## config.mk

```make
export PLATFORM = sky130hd
export DESIGN_NAME = counter_nbit_multichannel
export DESIGN_NICKNAME = d
export VERILOG_FILES = /design/src/rtl/counter_nbit_multichannel.sv
export SDC_FILE = /design/constraint.sdc
export NUM_CORES = 1
export LEC_CHECK = 0
export ABC_AREA = 1
export BUFFER_PORTS_ARGS = -buffer_cell sky130_fd_sc_hd__buf_2
export CAP_MARGIN = 20
export CELL_PAD_IN_SITES_DETAIL_PLACEMENT = 1
export CELL_PAD_IN_SITES_GLOBAL_PLACEMENT = 2
export CORE_MARGIN = 5
export CORE_UTILIZATION = 30
export CTS_CLUSTER_SIZE = 30
export DETAILED_ROUTE_END_ITERATION = 8
export GPL_ROUTABILITY_DRIVEN = 0
export PLACE_DENSITY = 0.86
export SLEW_MARGIN = 5
export SYNTH_ARGS = -nofsm -noshare
export SYNTH_HDL_FRONTEND = slang
export SYNTH_SLANG_ARGS = --single-unit
```

## constraint.sdc

```tcl
create_clock -name clk -period 3.05 [get_ports clk]
set_input_delay 0.1525 -clock clk [delete_from_list [all_inputs] [get_ports clk]]
set_output_delay 0.1525 -clock clk [all_outputs]
set_load 0.01 [all_outputs]
```

## src/rtl/counter_nbit_multichannel.sv

```systemverilog
// Bank of CHANNELS independent WIDTH-bit up/down counters with clear, load, tc pulse and sticky ovf.
// Define COUNTER_NBIT_MULTICHANNEL_SATURATE_EN to make counters saturate at the ends instead of wrapping.
module counter_nbit_multichannel #(
    parameter int unsigned WIDTH    = 8,
    parameter int unsigned CHANNELS = 2
) (
    input  logic                      clk,
    input  logic                      rst_n,
    input  logic [CHANNELS-1:0]       en,
    input  logic [CHANNELS-1:0]       dir,
    input  logic [CHANNELS-1:0]       clr,
    input  logic [CHANNELS-1:0]       load,
    input  logic [CHANNELS*WIDTH-1:0] load_val,
    output logic [CHANNELS*WIDTH-1:0] q,
    output logic [CHANNELS-1:0]       tc,
    output logic [CHANNELS-1:0]       ovf
);

    localparam logic [WIDTH-1:0] ONE = WIDTH'(1);

    for (genvar ch = 0; ch < CHANNELS; ch++) begin : g_ch
        logic [WIDTH-1:0] cnt_q, cnt_d;
        logic             tc_q, tc_d;
        logic             ovf_q, ovf_d;
        logic             at_max, at_zero;

        assign at_max  = &cnt_q;
        assign at_zero = ~|cnt_q;

        always_comb begin
            cnt_d = cnt_q;
            tc_d  = 1'b0;
            ovf_d = ovf_q;
            if (clr[ch]) begin
                cnt_d = '0;
                ovf_d = 1'b0;
            end else if (load[ch]) begin
                cnt_d = load_val[ch*WIDTH +: WIDTH];
            end else if (en[ch]) begin
                // Stepping off either end is a boundary event; only the resulting value differs per build.
                if (dir[ch]) begin
                    if (at_max) begin
                        tc_d  = 1'b1;
                        ovf_d = 1'b1;
`ifdef COUNTER_NBIT_MULTICHANNEL_SATURATE_EN
                        cnt_d = cnt_q;
`else
                        cnt_d = '0;
`endif
                    end else begin
                        cnt_d = cnt_q + ONE;
                    end
                end else begin
                    if (at_zero) begin
                        tc_d  = 1'b1;
                        ovf_d = 1'b1;
`ifdef COUNTER_NBIT_MULTICHANNEL_SATURATE_EN
                        cnt_d = cnt_q;
`else
                        cnt_d = '1;
`endif
                    end else begin
                        cnt_d = cnt_q - ONE;
                    end
                end
            end
        end

        always_ff @(posedge clk or negedge rst_n) begin
            if (!rst_n) begin
                cnt_q <= '0;
                tc_q  <= 1'b0;
                ovf_q <= 1'b0;
            end else begin
                cnt_q <= cnt_d;
                tc_q  <= tc_d;
                ovf_q <= ovf_d;
            end
        end

        assign q[ch*WIDTH +: WIDTH] = cnt_q;
        assign tc[ch]               = tc_q;
        assign ovf[ch]              = ovf_q;
    end

endmodule
```

== Word level (Yosys, flattened, before mapping) ==
Index checks and enable logic that the tools add are counted.
Operators by class
  magnitude comparators: 0
  shift-type cells: 0
  div/mod/pow operators: 0
  reduce and logical (&&, ||, !) cells: 10
  $add $sub $neg: 4
  multiplexer cells: 36
  $mul: 0
  bitwise logic cells: 0
  equal/unequal tests: 6
Operators by type and width (count)
  2-to-1 mux 8 bit: 12
  2-to-1 mux 1 bit: 24
  adder 8 x 1 -> 8 bit, second input constant: 2
  AND reduction 8 bit: 2
  OR reduction 8 bit: 2
  subtractor 8 x 1 -> 8 bit, second input constant: 2
  AND reduction 4 bit: 2
  inequality test 3 x 1 -> 1 bit, second input constant: 2
  inequality test 3 bit, second input constant: 2
  nonzero test 3 bit: 2
  inequality test 2 bit, second input constant: 2
  nonzero test 2 bit: 2
Word-level totals
  flip-flop bits (word level): 20
  bits in latches: 0
  bits in writable memories: 0
  bits in read-only memories: 0
  input bits: 26
  memories: 0
  output and inout bits: 20

== Logic depth before layout (Yosys ltp) ==
Gate-level depths: netlist of the first run.
  depth after elaboration: 6
  gate-level depth with buffers: 11

== Worst setup path after synthesis of the first run ==
Ideal clock, no wire load.
  path type: reg2reg
  start: register g_ch[0].cnt_q[0]
  end: register g_ch[0].cnt_q[7]
  slack: 1.622 ns
  buffers on the path: 0
  arrival time: 1.312 ns
  cell stages (with the launch flop): 11
  setup time: 0.116 ns
  clock period less this slack: 1.428 ns
  cells stage by stage: dfrtp_1 > inv_1 > ha_1 > nand2_2 > nor2_4 > nor2_4 > nand3_1 > nand2_1 > nand2_1 > nand2_1 > nand2_1
Between the ends
  longest elaborated chain between the ends: 6
RTL lines
  start, declared: RTL line 22  | logic [WIDTH-1:0] cnt_q, cnt_d;
  start signal, assigned: RTL line 75  | cnt_q <= cnt_d;
  subtractor 8 x 1 -> 8 bit (tied with other cells): RTL line 63  | cnt_d = cnt_q - ONE;
  2-to-1 mux 8 bit, on equally long branches: RTL line 54, 42
  2-to-1 mux 8 bit *: RTL line 41  | if (dir[ch]) begin
  2-to-1 mux 8 bit *: RTL line 39  | end else if (en[ch]) begin
  2-to-1 mux 8 bit *: RTL line 37  | end else if (load[ch]) begin
  2-to-1 mux 8 bit *: RTL line 34  | if (clr[ch]) begin
Every way passes the cells marked *; elsewhere a longest branch is shown, timed or not. The select of a mux whose other input is x is not followed.
A chain may end at the register's enable or synchronous reset.

== Worst setup path after layout of the first run ==
Same ends and word-level chain as after synthesis.

==> results of run 1 <==
layout make-up:
cell class,count,area share [%]
Clock buffer,3,1.83
Sequential cell,20,22.1
Timing Repair Buffer,46,10.4
Inverter,41,6.81
Multi-Input combinational cell,257,54.6
Tap cell,77,4.26
per-stage QoR:
| stage | util, % | setup WS [ps] | hold WS [ps] | area [µm²] |
|---|---|---|---|---|
| 4_1_cts | 35.4 | 1350 | 158 | 2260 |
| 2_1_floorplan | - | 1620 | -143 | 1970 |
| 3_5_place_dp | 34.6 | 1380 | 155 | 2210 |
| 6_report | 35.4 | 1390 | 165 | 2260 |
| 5_1_grt | 35.4 | 1220 | 167 | 2260 |
| 3_3_place_gp | 34.6 | 1400 | 159 | 2210 |
logic make-up (layout without fill, tap and decap cells):
family,Yosys count,count (layout),synth area share (%)
XOR/XNOR,2,2,0.889
flip-flops,20,20,25.4
buffers and inverters,55,90,12.0
AO/OA/AOI/OAI,43,43,12.0
adder cells (fa/ha/maj),6,6,3.81
AND/OR/NAND/NOR,206,206,45.9
synthesized netlist by cell type:
library cell	count
nand4_2	1
inv_2	4
buf_4	6
o21ai_1	11
xnor2_1	1
nor2_4	5
buf_2	6
nand2_1	118
o21bai_1	1
nand4_1	2
a21oi_1	15
o21ai_0	12
nor2_2	7
nand3_2	1
nor2_1	34
clkbuf_1	2
o2111ai_1	2
nand2_2	2
xor2_1	1
inv_1	36
nand2_4	1
o31ai_2	1
a21oi_2	1
ha_1	6
nand3_1	34
dfrtp_1	20
clkinv_1	1
nor3_1	1
registers in the layout, summed over array words and instances (netlist names):
signal	cells
g_ch.cnt_q	16
g_ch.tc_q	2
g_ch.ovf_q	2
metal layers:
metal	GRT usage (%)	routed length, µm
met3	2.07	175
met4	2.44	37
met5	0	0
met1	18.7	2850
met2	29.3	3220
worst min-delay path, cell delays in order:
cell and delay [ps]:
buf_2 80, o2111ai_1 90, o21ai_0 70
worst min-delay path by stage:
stage / depth (start not counted) / slack, ps / end
final: 3 / 160 / g_ch[0].cnt_q[1]
after global routing: 3 / 170 / g_ch[0].cnt_q[1]
after CTS: 3 / 160 / g_ch[0].cnt_q[1]
after detailed placement: 1 / 160 / g_ch[0].ovf_q
after global placement: 1 / 160 / g_ch[0].ovf_q
after floorplan: 0 / -140 / g_ch[0].cnt_q[0]
power breakdown:
| group | internal, mW | switching (mW) |
|---|---|---|
| sequential | 0.286 | 0.0528 |
| clock | 0.0882 | 0.0946 |
| combinational | 0.111 | 0.189 |
==> results.cfg, run 1 <==
[setup_path]
cp-startpoint = g_ch[0].cnt_q[0]
reg2reg_from = g_ch[0].cnt_q[0]
worst-r2r-cell-count = 10
timing.critical_path.required_ps = 3210
critical-path-top-delay-family = simple AND/OR/NAND/NOR gates
critical_path_buf_inv_count = 1
worst_setup_path_endpoint = g_ch[0].cnt_q[7]
cp_slowest_cell = dfrtp_1
timing_worst_setup_path_type = flip-flop to flip-flop
startpoint_type = flip-flop
r2r_end = g_ch[0].cnt_q[7]
path_max_fanout = 8
end_kind = flip-flop
arrival_ps = 1820
worst_path_most_repeated_cell = nand2_1
critical_path_depth = 10
reg2reg_setup_slack_ps = 1390
crit_path_cell_trace = inv_1 > ha_1 > nand2_2 > nor2_4 > nor2_4 > nand3_1 > nand2_1 > nand2_1 > nand2_1 > nand2_1
crit_path_max_incr_delay_ps = 430

[sta]
rsz_0062_raised_after_global_routing = false
finalSetupTns_ps = 0
maxClockFrequency_mhz = 601
finalSetupViolCount = 0
hold_violations = 0
timing_worst_slew_pin_value_ps = 505
report.final.slew_viol_count = 0
period_share_pct = 54.6
final_period_minus_worst_setup_slack_ps = 1660
finalClockSkew_ps = 3.95
slew-limit-headroom_pct = 66.3

[route]
mean_number_of_vias_per_cell = 4.91
drcViolationCount = 0
wirelength_um = 6280
drt_iter0_drc = 23
detailedRoute.firstPassIterationCount = 4
route.vias.total = 2179
drtAntennaViolNets = 0
wire_per_inst_um = 14.1

[cts]
htree_num_levels = 1
cts_tree = yes
clk_latency_ps = 260
cts_hold_buf = 1
cts_num_sinks = 20
clock_tree.buffer_depth = 2
post-cts-setup-buffer-count = 0
post_cts_resized = 0
root_buffer = clkbuf_8
cts_inserted_buffers = 3
cts.reportedPaths.clkPinSlew_ps = 80

[synthesis]
synthesized_netlist_cell_count = 332
synth_seq_area_share_pct = 25.4
synth.largest_area_cell = dfrtp_1
post_synth.cell_area_avg_um2 = 5.94
synth_seq_cells = 20
post_synth_num_cell_types = 28
synth_area_um2 = 1970
mappedNetlistNets = 364
yosys_warnings = 0
synth_top_cell_area_share_pct = 25.4
synth.top_cells.by_area = dfrtp_1 (25%), nand2_1 (22%), nand3_1 (8.6%)

[global_routing]
groute.usage.overall_pct = 15.5
grt_antenna_before_repair = 0
number_of_global_route_vias_before_repair = 2333
grt_pass1_wl_um = 10900
globalRoute.totalOverflow = 0
grt_max_degree = 21

[pwr]
p_leak_nw = 1.22
vdd_ir_drop_max_v = 0.000178
cellPowerDensity_nw_per_um2 = 363
pwr_total_mw = 0.821

[outcome]
status = complete, no violations

[placement]
post-place-cells = 440
dp_hpwl_um = 5090
port_buffers = 45

[die]
die_h_um = 91.1
core_um2 = 6390
floorplan.rows = 29
die-area_um2 = 8290
die_width_um = 91.1
initial_core_util_pct = 30.9
io_pins = 46

[cells_and_area]
final_layout_size_suffix_gt1_share_pct = 19.3
most_common_library_cell_in_the_layout_ignoring_fill_and_taps = nand2_1
antenna_cells = 0
syn_to_final_growth_pct = 14.7
num-fill-cells = 880
final_cell_mix = nand2_1 (118), buf_2 (45), inv_1 (36)
register_area_um2 = 500
final_net_count = 401
multi_input_comb_area_um2 = 1230
final_cell_count_no_fill = 444

[worst_hold_path]
hp-start = load_val[1]
hold_path_class = input port to flip-flop

[flow_run]
maxCapViolations = 0
Note: power is estimated with default switching activity, not from simulation.
==> run 2: changes to the inputs <==
--- a/config.mk
+++ b/config.mk
@@ -11,11 +11,11 @@
 export CELL_PAD_IN_SITES_DETAIL_PLACEMENT = 1
 export CELL_PAD_IN_SITES_GLOBAL_PLACEMENT = 2
 export CORE_MARGIN = 5
-export CORE_UTILIZATION = 30
+export CORE_UTILIZATION = 28
 export CTS_CLUSTER_SIZE = 30
 export DETAILED_ROUTE_END_ITERATION = 8
 export GPL_ROUTABILITY_DRIVEN = 0
-export PLACE_DENSITY = 0.86
+export PLACE_DENSITY = 0.81
 export SLEW_MARGIN = 5
 export SYNTH_ARGS = -nofsm -noshare
 export SYNTH_HDL_FRONTEND = slang
==> constraint.sdc (replaced) <==
create_clock -name clk -period 1.7 [get_ports clk]
set_input_delay 0.085 -clock clk [delete_from_list [all_inputs] [get_ports clk]]
set_output_delay 0.085 -clock clk [all_outputs]
set_load 0.01 [all_outputs]
==> run 2 against run 1 <==
Compared with the run above: sequential cell count did not move; clock skew is 2.9 ps lower; global-route usage shrank 0.29 points; clock-buffer cell count unchanged; combinational power rose by 90%; sequential share of layout area shrank 0.41 points; non-clock buffer count up 4; worst setup slack got worse by 1200 ps; total power is 82% higher; critical path depth down 2; first-iteration DRC count is 110% higher.
==> results.cfg, run 2 (synthesis results as in run 1) <==
[outcome]
status = complete, no violations

[global_routing]
grt_antenna_before_repair = 0
globalRoute.totalOverflow = 0
grt_pass1_wl_um = 10800
number_of_global_route_vias_before_repair = 2292
groute.usage.overall_pct = 15.2
grt_max_degree = 21

[pwr]
power_report.internal_total_mw = 0.884
pwr_total_mw = 1.50
cellPowerDensity_nw_per_um2 = 645
pwr-share-seq_pct = 39.5
p_leak_nw = 1.23
power.share.clock_pct = 22.4
p_sw_share_pct = 40.9
vdd_ir_drop_max_v = 0.000256
p_sw_mw = 0.613
combinational_power_share_pct = 38.1

[sta]
final_period_minus_worst_setup_slack_ps = 1550
report.final.slew_viol_count = 0
finalWorstSetupSlack_ps = 154
maxClockFrequency_mhz = 647
finalSetupViolCount = 0
timing_worst_slew_pin_value_ps = 523
whs_ps = 96.0
finalSetupTns_ps = 0
period_share_pct = 90.9
slew-limit-headroom_pct = 65.2
finalClockSkew_ps = 1.04
hold_violations = 0
rsz_0062_raised_after_global_routing = false

[cells_and_area]
register_area_um2 = 504
syn_to_final_growth_pct = 17.8
antenna_cells = 0
final_net_count = 405
flip_flop_count_of_the_largest_register_after_layout = 16
largestRegisters = g_ch.cnt_q: 16 flops, g_ch.ovf_q: 2 flops, g_ch.tc_q: 2 flops
final_layout_size_suffix_gt1_share_pct = 21.6
final_cell_count_no_fill = 467
registers.top_by_ff_count = g_ch.cnt_q
utilization_pct = 34.0
finish.instance_area_um2 = 2320
num-fill-cells = 951
most_common_library_cell_in_the_layout_ignoring_fill_and_taps = nand2_1
multi_input_comb_area_um2 = 1240
final_cell_mix = nand2_1 (118), buf_2 (45), inv_1 (35)

[route]
detailedRoute.firstPassIterationCount = 4
drcViolationCount = 0
route.vias.total = 2206
mean_number_of_vias_per_cell = 4.72
wirelength_um = 6430
wire_per_inst_um = 13.8
drt_iter0_drc = 48
drtAntennaViolNets = 0

[flow_run]
maxCapViolations = 0

[setup_path]
worst_setup_path_endpoint = g_ch[0].cnt_q[0]
critical-path-top-delay-family = simple AND/OR/NAND/NOR gates
crit_path_max_incr_delay_ps = 430
critical_path_buf_inv_count = 0
end_kind = flip-flop
cp-startpoint = g_ch[0].cnt_q[1]
arrival_ps = 1710
path_max_fanout = 6
crit_path_cell_trace = ha_1 > nand2_1 > nor2_4 > nand4_2 > a21oi_1 > o21ai_1 > nand2_1 > nand2_1
startpoint_type = flip-flop
cp_slowest_cell = dfrtp_2
critical_path_depth = 8
worst_path_most_repeated_cell = nand2_1
timing_worst_setup_path_type = flip-flop to flip-flop
reg2reg_setup_slack_ps = 150
worst-r2r-cell-count = 8
timing.critical_path.required_ps = 1860
reg2reg_from = g_ch[0].cnt_q[1]
r2r_end = g_ch[0].cnt_q[0]

[die]
die-area_um2 = 8820
floorplan.rows = 30
io_pins = 46
initial_core_util_pct = 28.8
core_um2 = 6830
die_width_um = 93.9
die_h_um = 93.9

[cts]
clk_latency_ps = 260
cts_num_sinks = 20
cts_inserted_buffers = 3
cts.reportedPaths.clkPinSlew_ps = 90
clock_tree.buffer_depth = 2
htree_num_levels = 1
cts_tree = yes
root_buffer = clkbuf_8
post-cts-setup-buffer-count = 0

[placement]
placed_cell_area_um2 = 2260
place_ws_ps = 68.8
post-place-cells = 463
dp_hpwl_um = 5260
port_buffers = 45

[worst_hold_path]
hold_path_class = input port to flip-flop
-- run 2: tightest hold or removal path, stage by stage --
cell       delay [ps]
buf_2              80
o2111ai_1          80
o21ai_0            80
-- run 2: metal layers --
metal  vias to the layer above  share of wire [%]  track usage (%)
met4                         0               0.79             2.65
met5                         -                  0                0
met2                        37                 52             29.5
met3                         4                3.6             2.64
li1                       1115                  -                -
met1                      1050                 44             17.2
-- run 2: layout make-up --
type	instances	share of cell area, %
Clock buffer	3	1.78
Multi-Input combinational cell	257	53.3
Tap cell	96	5.18
Inverter	41	6.63
Timing Repair Buffer	50	11.4
Sequential cell	20	21.7
-- run 2: how the worst min path moves through the flow --
stage / cells after the start / slack [ps] / start / endpoint
6_report: 3 / 100 / load_val[1] / g_ch[0].cnt_q[1]
5_1_grt: 3 / 120 / load_val[1] / g_ch[0].cnt_q[1]
4_1_cts: 3 / 90 / load_val[1] / g_ch[0].cnt_q[1]
3_5_place_dp: 1 / 90 / rst_n / g_ch[0].ovf_q
3_3_place_gp: 1 / 90 / rst_n / g_ch[0].ovf_q
2_1_floorplan: 0 / -210 / rst_n / g_ch[0].cnt_q[0]
-- run 2: power groups by stage --
stage / Clock, mW / Sequential [mW] / Combinational, mW
floorplan: 0 / 0.585 / 0.395
global route: 0.374 / 0.603 / 0.656
detailed placement: 0 / 0.600 / 0.574
global placement: 0 / 0.600 / 0.567
finish: 0.335 / 0.592 / 0.570
CTS: 0.347 / 0.591 / 0.578
-- run 2: timing repair --
| action | in CTS | in global routing |
|---|---|---|
| endpoints found under the setup margin | 0 | 6 |
| hold buffers | 1 | 0 |
| resized for setup | 0 | 5 |
| hold endpoints to repair | 20 | 0 |
